==> src/rtl/writeback_queue.sv <==
// In-order write-back buffer ahead of the register file write port, with read-port forwarding.
// Push lands at the head no earlier than the next cycle; wb_ready drops when full, even if a pop is under way.
module writeback_queue #(
  parameter int dataWidth = 4,
  parameter int addWidth  = 5,
  parameter int depth     = 4
) (
  input  logic                         clock,
  input  logic                         reset,
  input  logic                         wb_valid,
  output logic                         wb_ready,
  input  logic [addWidth-1:0]          wb_register,
  input  logic [dataWidth-1:0]         wb_data,
  input  logic                         drain_en,
  output logic                         reg_write,
  output logic [addWidth-1:0]          write_register,
  output logic [dataWidth-1:0]         write_data,
  input  logic [addWidth-1:0]          read_register1,
  input  logic [addWidth-1:0]          read_register2,
  output logic                         fwd_hit1,
  output logic                         fwd_hit2,
  output logic [dataWidth-1:0]         fwd_data1,
  output logic [dataWidth-1:0]         fwd_data2,
  output logic [$clog2(depth+1)-1:0]   count,
  output logic                         empty,
  output logic                         full
);

  localparam int PW = $clog2(depth);
  localparam int CW = $clog2(depth+1);

  logic [PW-1:0]        r_head;
  logic [PW-1:0]        r_tail;
  logic [CW-1:0]        r_count;
  logic [depth-1:0]     r_vld;
  logic [addWidth-1:0]  r_reg [depth];
  logic [dataWidth-1:0] r_dat [depth];

  logic w_push;
  logic w_pop;
  logic [dataWidth:0] w_fwd1;
  logic [dataWidth:0] w_fwd2;

  assign empty          = (r_count == '0);
  assign full           = (r_count == CW'(depth));
  assign count          = r_count;
  assign wb_ready       = !full;
  assign reg_write      = drain_en && !empty;
  assign write_register = r_reg[r_head];
  assign write_data     = r_dat[r_head];

  assign w_push = wb_valid && wb_ready;
  assign w_pop  = reg_write;

  always_ff @(posedge clock or posedge reset) begin
    if (reset) begin
      r_head  <= '0;
      r_tail  <= '0;
      r_count <= '0;
      r_vld   <= '0;
    end else begin
      if (w_push) begin
        r_vld[r_tail] <= 1'b1;
        r_tail        <= r_tail + PW'(1);
      end
      if (w_pop) begin
        r_vld[r_head] <= 1'b0;
        r_head        <= r_head + PW'(1);
      end
      if (w_push && !w_pop) begin
        r_count <= r_count + CW'(1);
      end else if (w_pop && !w_push) begin
        r_count <= r_count - CW'(1);
      end
    end
  end

  // Entry payload needs no reset; the valid bits gate every use of it.
  always_ff @(posedge clock) begin
    if (w_push) begin
      r_reg[r_tail] <= wb_register;
      r_dat[r_tail] <= wb_data;
    end
  end

  // Walk from head toward tail so a later (younger) match overrides an older one.
  function automatic logic [dataWidth:0] f_lookup(input logic [addWidth-1:0] rd);
    logic [dataWidth:0] res;
    logic [PW-1:0]      idx;
    res = '0;
    idx = '0;
    for (int i = 0; i < depth; i++) begin
      idx = r_head + PW'(i);
      if (r_vld[idx] && (r_reg[idx] == rd)) begin
        res = {1'b1, r_dat[idx]};
      end
    end
    return res;
  endfunction

  always_comb begin
    w_fwd1 = f_lookup(read_register1);
    w_fwd2 = f_lookup(read_register2);
  end

  assign fwd_hit1  = w_fwd1[dataWidth];
  assign fwd_data1 = w_fwd1[dataWidth-1:0];
  assign fwd_hit2  = w_fwd2[dataWidth];
  assign fwd_data2 = w_fwd2[dataWidth-1:0];

endmodule

==> config.mk <==
export PLATFORM = sky130hd
export DESIGN_NAME = writeback_queue
export DESIGN_NICKNAME = d
export VERILOG_FILES = /design/src/rtl/writeback_queue.sv
export SDC_FILE = /design/constraint.sdc
export NUM_CORES = 1
export LEC_CHECK = 0
export CAP_MARGIN = 20
export CORE_MARGIN = 10
export CORE_UTILIZATION = 35
export DETAILED_ROUTE_END_ITERATION = 6
export HOLD_SLACK_MARGIN = 0.05
export PLACE_DENSITY = 0.61
export RECOVER_POWER = 100
export SETUP_SLACK_MARGIN = 0.1
export SKIP_CTS_REPAIR_TIMING = 1
export SYNTH_ARGS = -nofsm -noshare
export SYNTH_HDL_FRONTEND = slang
export SYNTH_SLANG_ARGS = --single-unit
==> constraint.sdc <==
create_clock -name clock -period 5.9 [get_ports clock]
set_input_delay 1.475 -clock clock [delete_from_list [all_inputs] [get_ports clock]]
set_output_delay 1.475 -clock clock [all_outputs]
set_load 0.02 [all_outputs]
; ---- After elaboration in Yosys (flattened, before gate mapping)
; Memories as Yosys holds them, arrays and structs flattened.
; Index checks and enable logic that the tools add are counted.
[totals]
mem_bits_rw = 36
register_bits = 11
elab_cells = 77
latchBits = 0
out_inout_bits = 26
in_bits = 23
memories = 2
rom_bits = 0
[classes]
bitwise_logic = 3
n_lt_le_gt_ge = 7
div_mod_pow = 0
addsub = 6
n_reduce_logical = 20
multipliers = 0
shift = 0
mux = 26
eq_ne = 9
[mem_list]
columns = memory, depth, word_bits, rd, rd_clocked_by_memory_dff, write_ports, line_no
row1 = r_reg, 4, 5, 4, 0, 1, 36  ; logic [addWidth-1:0] r_reg [depth];
row2 = r_dat, 4, 4, 4, 0, 1, 37  ; logic [dataWidth-1:0] r_dat [depth];
[op_table]
columns = op, n
row1 = equality test 5 bit, 8
row2 = 2-to-1 mux 5 bit, 8
row3 = "< comparator 2 x 3 -> 1 bit, second input constant", 5
row4 = logical AND 1 bit, 14
row5 = binary-select mux 1 bit (select 2 bit), 4
row6 = 2-to-1 mux 1 bit, 8
row7 = 2-to-1 mux 4 bit, 2
row8 = 2-to-1 mux 3 bit, 2
row9 = "adder 2 x 1 -> 2 bit, second input constant", 2
row10 = "adder 2 bit, second input constant", 2
row11 = AND 4 bit, 1
row12 = demux 1 bit (select 2 bit), 2
row13 = "greater-or-equal comparator 2 x 1 -> 1 bit, second input constant", 2
row14 = zero test 1 bit, 4
row15 = NOT 4 bit, 1
row16 = OR 4 bit, 1
row17 = "adder 3 x 1 -> 3 bit, second input constant", 1
row18 = "equality test 3 bit, second input constant", 1
row19 = zero test 3 bit, 1
row20 = "subtractor 3 x 1 -> 3 bit, second input constant", 1
row21 = nonzero test 2 bit, 1

; ---- Depth between registers and ports, before layout
; Gate-level depths: netlist of the first run.
[logic_depth]
depth_word = 8
depth_mapped = 14
mapped_depth_nobuf = 9

; ---- Worst setup path before layout of the first run
; Ideal clock, no wire load.
[synth_path]
path_kind = flip-flop to output port
startpoint = register r_head[0]
endpoint = output fwd_data2[3]
path_slack_ns = 0.471
required_ns = 4.425
t_arrival_ns = 3.954
stages_incl_launch_ff = 14
n_path_buf = 5
path_cell_list = dfrtp_1 > buf_6 > buf_4 > buf_4 > buf_2 > inv_1 > ha_1 > buf_2 > mux4_2 > xor2_1 > nor4_1 > nand3_1 > mux2i_1 > a221oi_1
[synth_between]
elab_chain_cells = 7
word_cells_on_any_way = 25
cone_classes = add/sub (3) / eq/ne (4) / mux (12) / reduce/logical (4) / memory (2)
[synth_rtl]
columns = element, line_no
row1 = start: declaration, 32  ; logic [PW-1:0] r_head;
row2 = start signal: assignment, 68  ; r_head <= r_head + PW'(1);
row3 = adder 2 x 1 -> 2 bit (tied with other cells), 93  ; idx = r_head + PW'(i);
row4 = memory read (4 x 5 bit) (tied with other cells), n/a
row5 = equality test 5 bit (tied with other cells), 94  ; if (r_vld[idx] && (r_reg[idx] == rd)) begin
row6 = logical AND 1 bit / 2-to-1 mux 5 bit (equally long branches), 94
row7 = 2-to-1 mux 5 bit (2 in series), 94
row8 = 2-to-1 mux 5 bit *, 94
row9 = end: declaration, 23  ; output logic [dataWidth-1:0] fwd_data2,
; Every way passes the cells marked *; elsewhere a longest branch is shown, timed or not. The select of a mux whose other input is x is not followed.

; ---- Worst setup path after layout of the first run
[layout_path]
startpoint = input read_register2[0]
endpoint = output fwd_data2[1]
[layout_between]
elab_chain_cells = 6
word_cells_on_any_way = 12
cone_classes = eq/ne (4) / mux (4) / reduce/logical (4)
[layout_rtl]
columns = element, line_no
row1 = start: declaration, 19  ; input logic [addWidth-1:0] read_register2,
row2 = equality test 5 bit, 94
row3 = logical AND 1 bit, 94
row4 = 2-to-1 mux 5 bit (3 in series), 94
row5 = 2-to-1 mux 5 bit *, 94
; Every way passes the cells marked *; elsewhere a longest branch is shown, timed or not.

==> flow_summary.yaml, run 1 <==
run_status:
  outcome: "finished clean"
detailed_routing:
  via_per_inst: 5.32
  wl_met3_um: 402
  drtIter0Drc: 113
  drt_wl_total_um: 8080
  dr.max_layer_used: "met4"
  wl_met1_um: 3600
  drt-pass1-iter-count: 4
  drc: 0
  wl_met2_um: 3950
  antenna_left: 0
  post_drt_wl_per_cell_um: 18.6
  vias: 2316
synthesis:
  yosysMostFrequentCell: "edfxtp_1"
  netlist_top_cells_count: "edfxtp_1 (36), mux4_2 (31), xnor2_1 (29)"
  ys_ff_latch: 47
  yosys-top-cells-area: "edfxtp_1 (31%), mux4_2 (20%), dfrtp_1 (7.9%), xnor2_1 (7.3%), mux4_1 (6.8%)"
  synth_top_area_cell: "edfxtp_1"
  netlist_area_um2: 3470
  yosysTopAreaCellShare_pct: 31.1
  synth_area_per_cell_um2: 13.8
  ys_types: 42
  synthArstFlopShare_pct: 23.4
  synth-edff-count: 36
  synth_warnings: 0
  synth_fp_nets: 285
  ys.flop_type: "edfxtp_1"
  ys_seq_area_share_pct: 39.0
  synth_cells: 252
global_routing:
  grt_pass1_vias: 2389
  antenna_found_initial: 2
  gr-total-overflow: 0
  grt_max_degree: 43
  groute.usage.overall_pct: 11.2
  grt_first_pass_wirelength_um: 13000
setup_path:
  cp-start-kind: "input pin"
  max_stage_delay_ps: 730
  crit_slowest_cell: "dlygate4sd3_1"
  critPathBufInv: 2
  path_max_fanout: 5
  path_cells: "clkdlybuf4s50_1 > xor2_1 > nor4_1 > nand3_1 > mux2i_1 > a221oi_1 > dlygate4sd3_1"
  worstSetupPathType: "in2out"
  arrival_ps: 4110
  crit_path_end_kind: "output pin"
  crit_required_ps: 4430
  critPathTopFamily: "buffers and inverters"
floorplanning:
  die_area_um2: 14300
  die_y_um: 120
  row_count: 36
  die_w_um: 120
  io_pins: 49
  initial_core_util_pct: 35.7
  core-area_um2: 9730
power:
  irDropWorstVdd_uv: 220
  combPwrFrac_pct: 68.5
  powerDensity_nw_per_um2: 548
  p_seq_share_pct: 23.2
  p_int_w: 0.00129
  p_switching_w: 0.000995
  p_sw_share_pct: 43.5
  p_clk_share_pct: 8.3
  power.leakage_nw: 1.53
clock_tree:
  cts_max_path_buffers: 2
  clkTransAtPathRegs_ps: 90
  clk_latency_ps: 310
  cts_max_level: 2
  cts_tree: "done"
  cts_buffers: 5
  cts_sinks: 47
  clk_root_buffer_cell: "clkbuf_8"
timing:
  max_freq_ghz: 0.179
  rsz0062_at_grt: "false"
  relSlewSlack_pct: 51.7
  finalHoldViolations: 0
  setup_violations: 0
  fin_setup_tns_ps: 0
  tightest_slew_ps: 723
  fin_worst_skew_ps: 11.6
  fin_crit_ps: 5590
  fin_crit_sh_pct: 94.7
  slew_viol_final: 0
job:
  cap_violations: 0
layout:
  area_delta_synth_final_pct: 20.2
  fin_area_um2: 4180
  post-route-util_pct: 42.9
  drive_gt1_share_pct: 16.7
  nNetsFinal: 332
  largest_register_ff_count: 20
placed_design:
  place_area_um2: 4080
  dp_hpwl_um: 6360
  portBuffers: 48
  gp_congestion: 0.898
hold_path:
  hp-class: "reg2reg"
worst register-to-register path, cell delays in order, from the launching register on:
cell and delay, ps:
dfrtp_1 470, nor3_1 110, nor2b_1 580, inv_1 100, ha_1 230, inv_1 70, fa_1 400, mux2_2 260
placed cells by master (no fill, tap or decap), types with 10 or more instances in the layout:
master,count
dfrtp_1,10
nor2_1,10
inv_1,15
mux4_2,31
xor2_1,16
xnor2_1,29
edfxtp_1,36
clkdlybuf4s50_1,11
dlygate4sd3_1,37
cell type report:
cell class	count	area, um^2
sequential	47	1360
clock inverter	3	20.0
tap	133	166
inverter	15	56.3
antenna	2	5.00
fill	909	5550
multi-input combinational	178	1990
clock buffer	5	68.8
timing repair buffer	52	510
logic make-up (layout without fill, tap and decap cells):
kind of cell             Yosys count  count (layout)  share of synthesized area (%)
XOR/XNOR                          45              45                           11.3
other                              0               2                              0
AO/OA/AOI/OAI                     18              18                           4.07
AND/OR/NAND/NOR                   58              58                           8.97
multiplexers                      47              47                           29.1
flip-flops                        47              47                           39.0
adder cells (fa/ha/maj)           10              10                           3.82
buffers and inverters             27              75                           3.67
per-stage QoR:
step / cells / hold WS [ps] / power, W / worst slack [ps]
floorplan: 252 / 546 / 0.00169 / 471
global placement: 425 / 516 / 0.00215 / 312
detailed placement: 425 / 536 / 0.00216 / 330
CTS: 433 / 557 / 0.00235 / 278
global route: 433 / 562 / 0.00245 / 75.1
finish: 435 / 538 / 0.00229 / 314
worst paths after layout:
path / slack [ps] / cells past startpoint / start / to
min in group asynchronous: 1600 / 2 / reset / r_tail[1]
max in group asynchronous: 3960 / 2 / reset / r_head[0]
max reg2reg: 3580 / 7 / count[0] / count[1]
min: 540 / 1 / count[2] / count[2]
min reg2reg: 540 / 1 / count[2] / count[2]
max: 310 / 7 / read_register2[0] / fwd_data2[1]
power groups by stage:
| stage | logic [W] | registers (W) | clock network (W) |
|---|---|---|---|
| 2_1_floorplan | 0.00116 | 0.000534 | 0 |
| 3_3_place_gp | 0.00162 | 0.000530 | 0 |
| 3_5_place_dp | 0.00162 | 0.000538 | 0 |
| 4_1_cts | 0.00163 | 0.000531 | 0.000195 |
| 5_1_grt | 0.00170 | 0.000545 | 0.000210 |
| 6_report | 0.00157 | 0.000530 | 0.000191 |
layer usage:
| metal | vias to the layer above | global-route usage [%] |
|---|---|---|
| li1 | 1085 | - |
| met2 | 53 | 18.5 |
| met1 | 1168 | 13.9 |
| met4 | 0 | 3.77 |
| met3 | 10 | 3.00 |
| met5 | - | 0 |
Note: power is estimated with default switching activity, not from simulation.
==> run 2, diff against run 1 <==
--- a/config.mk
+++ b/config.mk
@@ -6,7 +6,7 @@
 export NUM_CORES = 1
 export LEC_CHECK = 0
 export CAP_MARGIN = 20
-export CORE_MARGIN = 10
+export CORE_MARGIN = 4
 export CORE_UTILIZATION = 35
 export DETAILED_ROUTE_END_ITERATION = 6
 export HOLD_SLACK_MARGIN = 0.05
==> run 2 against run 1 <==
Against the previous run:
- sequential cell count unchanged
- clock skew decreased by 2.0 ps
- non-clock buffer count decreased by 1
- maximum frequency increased by 0.11%
- wire length decreased by 3.5%
- via count fell by 0.47%
- cell area up 0.27%
- total power increased by 1.3%
- worst setup slack better by 5.9 ps
- highest routed layer unchanged
- cell count fell by 0.69%
==> flow_summary.yaml, run 2 (synthesis results as in run 1) <==
run_status:
  outcome: "finished clean"
setup_path:
  worstSetupPathType: "in2out"
  cp-startpoint: "read_register2[1]"
  cp-start-kind: "input pin"
  crit_required_ps: 4430
  crit_path_end_kind: "output pin"
  arrival_ps: 4110
  path_max_fanout: 5
  rr_startpoint: "count[0]"
timing:
  max_freq_ghz: 0.179
  tightest_slew_ps: 662
  relSlewSlack_pct: 55.8
  fin_setup_tns_ps: 0
  hold_slack_ps: 524
  finalHoldViolations: 0
  fin_worst_skew_ps: 9.63
  setup_ws_ps: 320
  fin_crit_ps: 5580
  fin_crit_sh_pct: 94.6
  slew_viol_final: 0
  setup_violations: 0
  rsz0062_at_grt: "false"
clock_tree:
  clk_latency_ps: 300
  cts_max_level: 2
  cts_max_path_buffers: 2
  clk_root_buffer_cell: "clkbuf_8"
  clkTransAtPathRegs_ps: 80
  cts_tree: "done"
  cts_sinks: 47
  cts_buffers: 5
global_routing:
  groute.usage.overall_pct: 14.1
  grt_max_degree: 43
  antenna_found_initial: 0
  grt_first_pass_wirelength_um: 12900
  gr-total-overflow: 0
  grt_pass1_vias: 2471
job:
  cap_violations: 0
power:
  p_switching_w: 0.000988
  p_seq_share_pct: 23.0
  power.leakage_nw: 1.54
  p_clk_share_pct: 10.1
  combPwrFrac_pct: 67.0
  p_sw_share_pct: 42.6
  irDropWorstVdd_uv: 242
  powerDensity_nw_per_um2: 553
  p_int_w: 0.00133
layout:
  n_fill_cell: 904
  fin_area_um2: 4190
  layout_common_cells: "dlygate4sd3_1 (36), edfxtp_1 (36), mux4_2 (31)"
  area_delta_synth_final_pct: 20.5
  final_cells: 432
  largest_register_ff_count: 20
  antenna_cells: 0
  nNetsFinal: 331
  drive_gt1_share_pct: 16.4
floorplanning:
  io_pins: 49
  initial_core_util_pct: 35.7
  core-area_um2: 9730
  die_y_um: 108
  row_count: 36
  die_w_um: 108
  die_area_um2: 11600
placed_design:
  portBuffers: 48
  pre_cts_ws_ps: 389
  gp_congestion: 0.867
  place_area_um2: 4070
  placedCellCount: 424
  dp_hpwl_um: 6040
detailed_routing:
  drt_wl_total_um: 7800
  drtIter0Drc: 151
  post_drt_wl_per_cell_um: 18.0
  drc: 0
  drt-pass1-iter-count: 4
  antenna_left: 0
  via_per_inst: 5.34
  vias: 2305
hold_path:
  worst_hold_startpoint: "count[2]"
  hp-class: "reg2reg"
[run 2: metal layers]
metal,vias to the layer above,share of wire (%),GRT usage (%)
met5,-,0,0
met4,0,1.0,3.25
met3,6,3.9,1.68
met2,60,51,24.9
met1,1158,44,18.5
li1,1081,-,-
[run 2: final timing paths]
kind | slack, ps | endpoint | cells past startpoint
setup / recovery | 320 | fwd_data2[1] | 7
hold / removal | 520 | count[2] | 1
setup reg to reg | 3640 | count[1] | 7
hold reg to reg | 520 | count[2] | 1
max in group asynchronous | 3940 | r_head[0] | 2
min in group asynchronous | 1620 | r_tail[0] | 2
[run 2: stage by stage]
step,utilization (%),power (W)
floorplan,-,0.00169
global placement,41.9,0.00213
finish,43.0,0.00232
CTS,43.0,0.00238
detailed placement,41.9,0.00214
global route,43.0,0.00248
[run 2: worst max-delay path: stages]
cell             delay, ps
clkdlybuf4s50_1        520
xor2_1                 210
nor4_1                 350
nand3_1                330
mux2i_1                200
a221oi_1               280
dlygate4sd3_1          720
[run 2: power by group through the flow]
stage	clock (W)	combinational, W	sequential [W]
detailed placement	0	0.00160	0.000539
global route	0.000253	0.00168	0.000550
floorplan	0	0.00116	0.000534
global placement	0	0.00159	0.000532
CTS	0.000240	0.00161	0.000533
finish	0.000233	0.00155	0.000532
[run 2: cell type report]
class,count,area [um^2],area share (%)
clock buffers,5,68.8,1.64
clock inverters,3,43.8,1.05
inverters,15,56.3,1.34
multi-input cells,178,1990,47.5
flip-flops and latches,47,1360,32.4
well taps,133,166,3.97
repair buffers,51,503,12.0
==> run 3, diff against run 2 <==
--- a/config.mk
+++ b/config.mk
@@ -7,10 +7,10 @@
 export LEC_CHECK = 0
 export CAP_MARGIN = 20
 export CORE_MARGIN = 4
-export CORE_UTILIZATION = 35
+export CORE_UTILIZATION = 54
 export DETAILED_ROUTE_END_ITERATION = 6
 export HOLD_SLACK_MARGIN = 0.05
-export PLACE_DENSITY = 0.61
+export PLACE_DENSITY = 0.85
 export RECOVER_POWER = 100
 export SETUP_SLACK_MARGIN = 0.1
 export SKIP_CTS_REPAIR_TIMING = 1
==> run 3 against run 2 <==
Against the previous run:
- sequential cell count is the same
- worst setup slack gained 6.0 ps
- first-iteration DRC count grew 5.3%
- sequential share of layout area grew 0.56 points
- non-clock buffer count grew 1
- die area shrank 33%
- cell area shrank 1.7%
- wire length shrank 6.0%
- largest cell class unchanged
==> flow_summary.yaml, run 3 (synthesis results as in run 1) <==
placed_design:
  gp_congestion: 0.901
  pre_cts_ws_ps: 367
  dp_hpwl_um: 5640
  portBuffers: 48
setup_path:
  worstSetupPathType: "in2out"
  rr_startpoint: "count[0]"
  path_max_fanout: 5
  rr_endpoint: "count[1]"
  reg2regPathDepth: 7
  cp-start-kind: "input pin"
  crit_required_ps: 4430
  rrSetupSlack_ps: 3620
  crit_path_end_kind: "output pin"
  arrival_ps: 4100
timing:
  tightest_slew_ps: 659
  finalHoldViolations: 0
  rsz0062_at_grt: "false"
  setup_violations: 0
  max_freq_ghz: 0.179
  slew_viol_final: 0
  fin_worst_skew_ps: 7.40
  fin_setup_tns_ps: 0
  setup_ws_ps: 326
  relSlewSlack_pct: 56.0
  fin_crit_ps: 5570
  fin_crit_sh_pct: 94.5
power:
  irDropWorstVdd_uv: 326
  powerDensity_nw_per_um2: 561
  power.leakage_nw: 1.54
floorplanning:
  io_pins: 49
  initial_core_util_pct: 57.0
  row_count: 28
  core-area_um2: 6100
  die_w_um: 88.2
  die_area_um2: 7780
  die_y_um: 88.2
layout:
  n_fill_cell: 451
  layout_commonest_cell: "dlygate4sd3_1"
  layout_common_cells: "dlygate4sd3_1 (37), edfxtp_1 (36), mux4_2 (31)"
  area_delta_synth_final_pct: 18.4
  antenna_cells: 0
  nNetsFinal: 332
  largest_register_ff_count: 20
  post-route-util_pct: 67.5
  drive_gt1_share_pct: 16.0
clock_tree:
  clk_latency_ps: 290
  cts_max_path_buffers: 2
  cts_tree: "done"
  cts_sinks: 47
  cts_max_level: 2
  cts_buffers: 5
  clk_root_buffer_cell: "clkbuf_8"
  clkTransAtPathRegs_ps: 70
detailed_routing:
  drc: 0
  drtIter0Drc: 159
  drt-pass1-iter-count: 4
  post_drt_wl_per_cell_um: 19.5
  via_per_inst: 6.42
  antenna_left: 0
  drt_wl_total_um: 7330
  vias: 2406
global_routing:
  gr-total-overflow: 0
  grt_max_degree: 43
  grt_pass1_vias: 2362
  groute.usage.overall_pct: 20.2
  grt_first_pass_wirelength_um: 11900
  antenna_found_initial: 0
hold_path:
  holdPathEnd: "count[2]"
  worst_hold_startpoint: "count[2]"
  hold_path_depth: 1
  hp-class: "reg2reg"
run_status:
  outcome: "finished clean"
job:
  cap_violations: 0
## run 3: layout make-up
type | instances | area [um^2] | share of cell area (%)
flip-flops and latches | 47 | 1360 | 33.0
well taps | 75 | 93.8 | 2.28
clock buffers | 7 | 76.3 | 1.85
repair buffers | 52 | 510 | 12.4
multi-input cells | 178 | 1990 | 48.4
clock inverters | 1 | 30.0 | 0.730
inverters | 15 | 56.3 | 1.37
## run 3: how the worst max path moves through the flow
stage,start,to,slack [ps],cells after the start
after floorplan,r_head[0],fwd_data2[3],470,13
after global placement,read_register2[1],fwd_data2[0],440,7
after detailed placement,read_register2[1],fwd_data2[0],370,7
after CTS,read_register2[1],fwd_data2[0],360,7
after global routing,r_head[0],fwd_data2[1],180,9
final,read_register2[1],fwd_data2[0],330,7
## run 3: stage by stage
step | hold WS (ps) | cells | total power [W] | area [um^2]
2_1_floorplan | 546 | 252 | 0.00169 | 3470
3_3_place_gp | 516 | 367 | 0.00209 | 4010
3_5_place_dp | 527 | 367 | 0.00214 | 4010
4_1_cts | 541 | 375 | 0.00236 | 4120
5_1_grt | 574 | 375 | 0.00247 | 4120
6_report | 533 | 375 | 0.00231 | 4120
## run 3: per-layer routing
metal	vias to the layer above	share of wire [%]	GRT usage [%]
li1	1085	-	-
met2	105	50	33.1
met4	0	1.9	6.73
met1	1205	41	27.5
met5	-	0	0
met3	11	6.9	3.91
## run 3: worst max-delay path, stage by stage
cell and delay [ps]:
clkdlybuf4s50_1 530, xor2_1 210, nor4_1 350, nand3_1 310
mux2i_1 200, a221oi_1 300, dlygate4sd3_1 720
## run 3: power breakdown
| part | leakage [nW] | internal (W) | total (W) | switching (W) |
|---|---|---|---|---|
| logic | 1.03 | 0.000756 | 0.00156 | 0.000802 |
| registers | 0.459 | 0.000455 | 0.000533 | 0.0000775 |
| clock network | 0.0524 | 0.000127 | 0.000219 | 0.0000928 |
| total | 1.54 | 0.00134 | 0.00231 | 0.000972 |
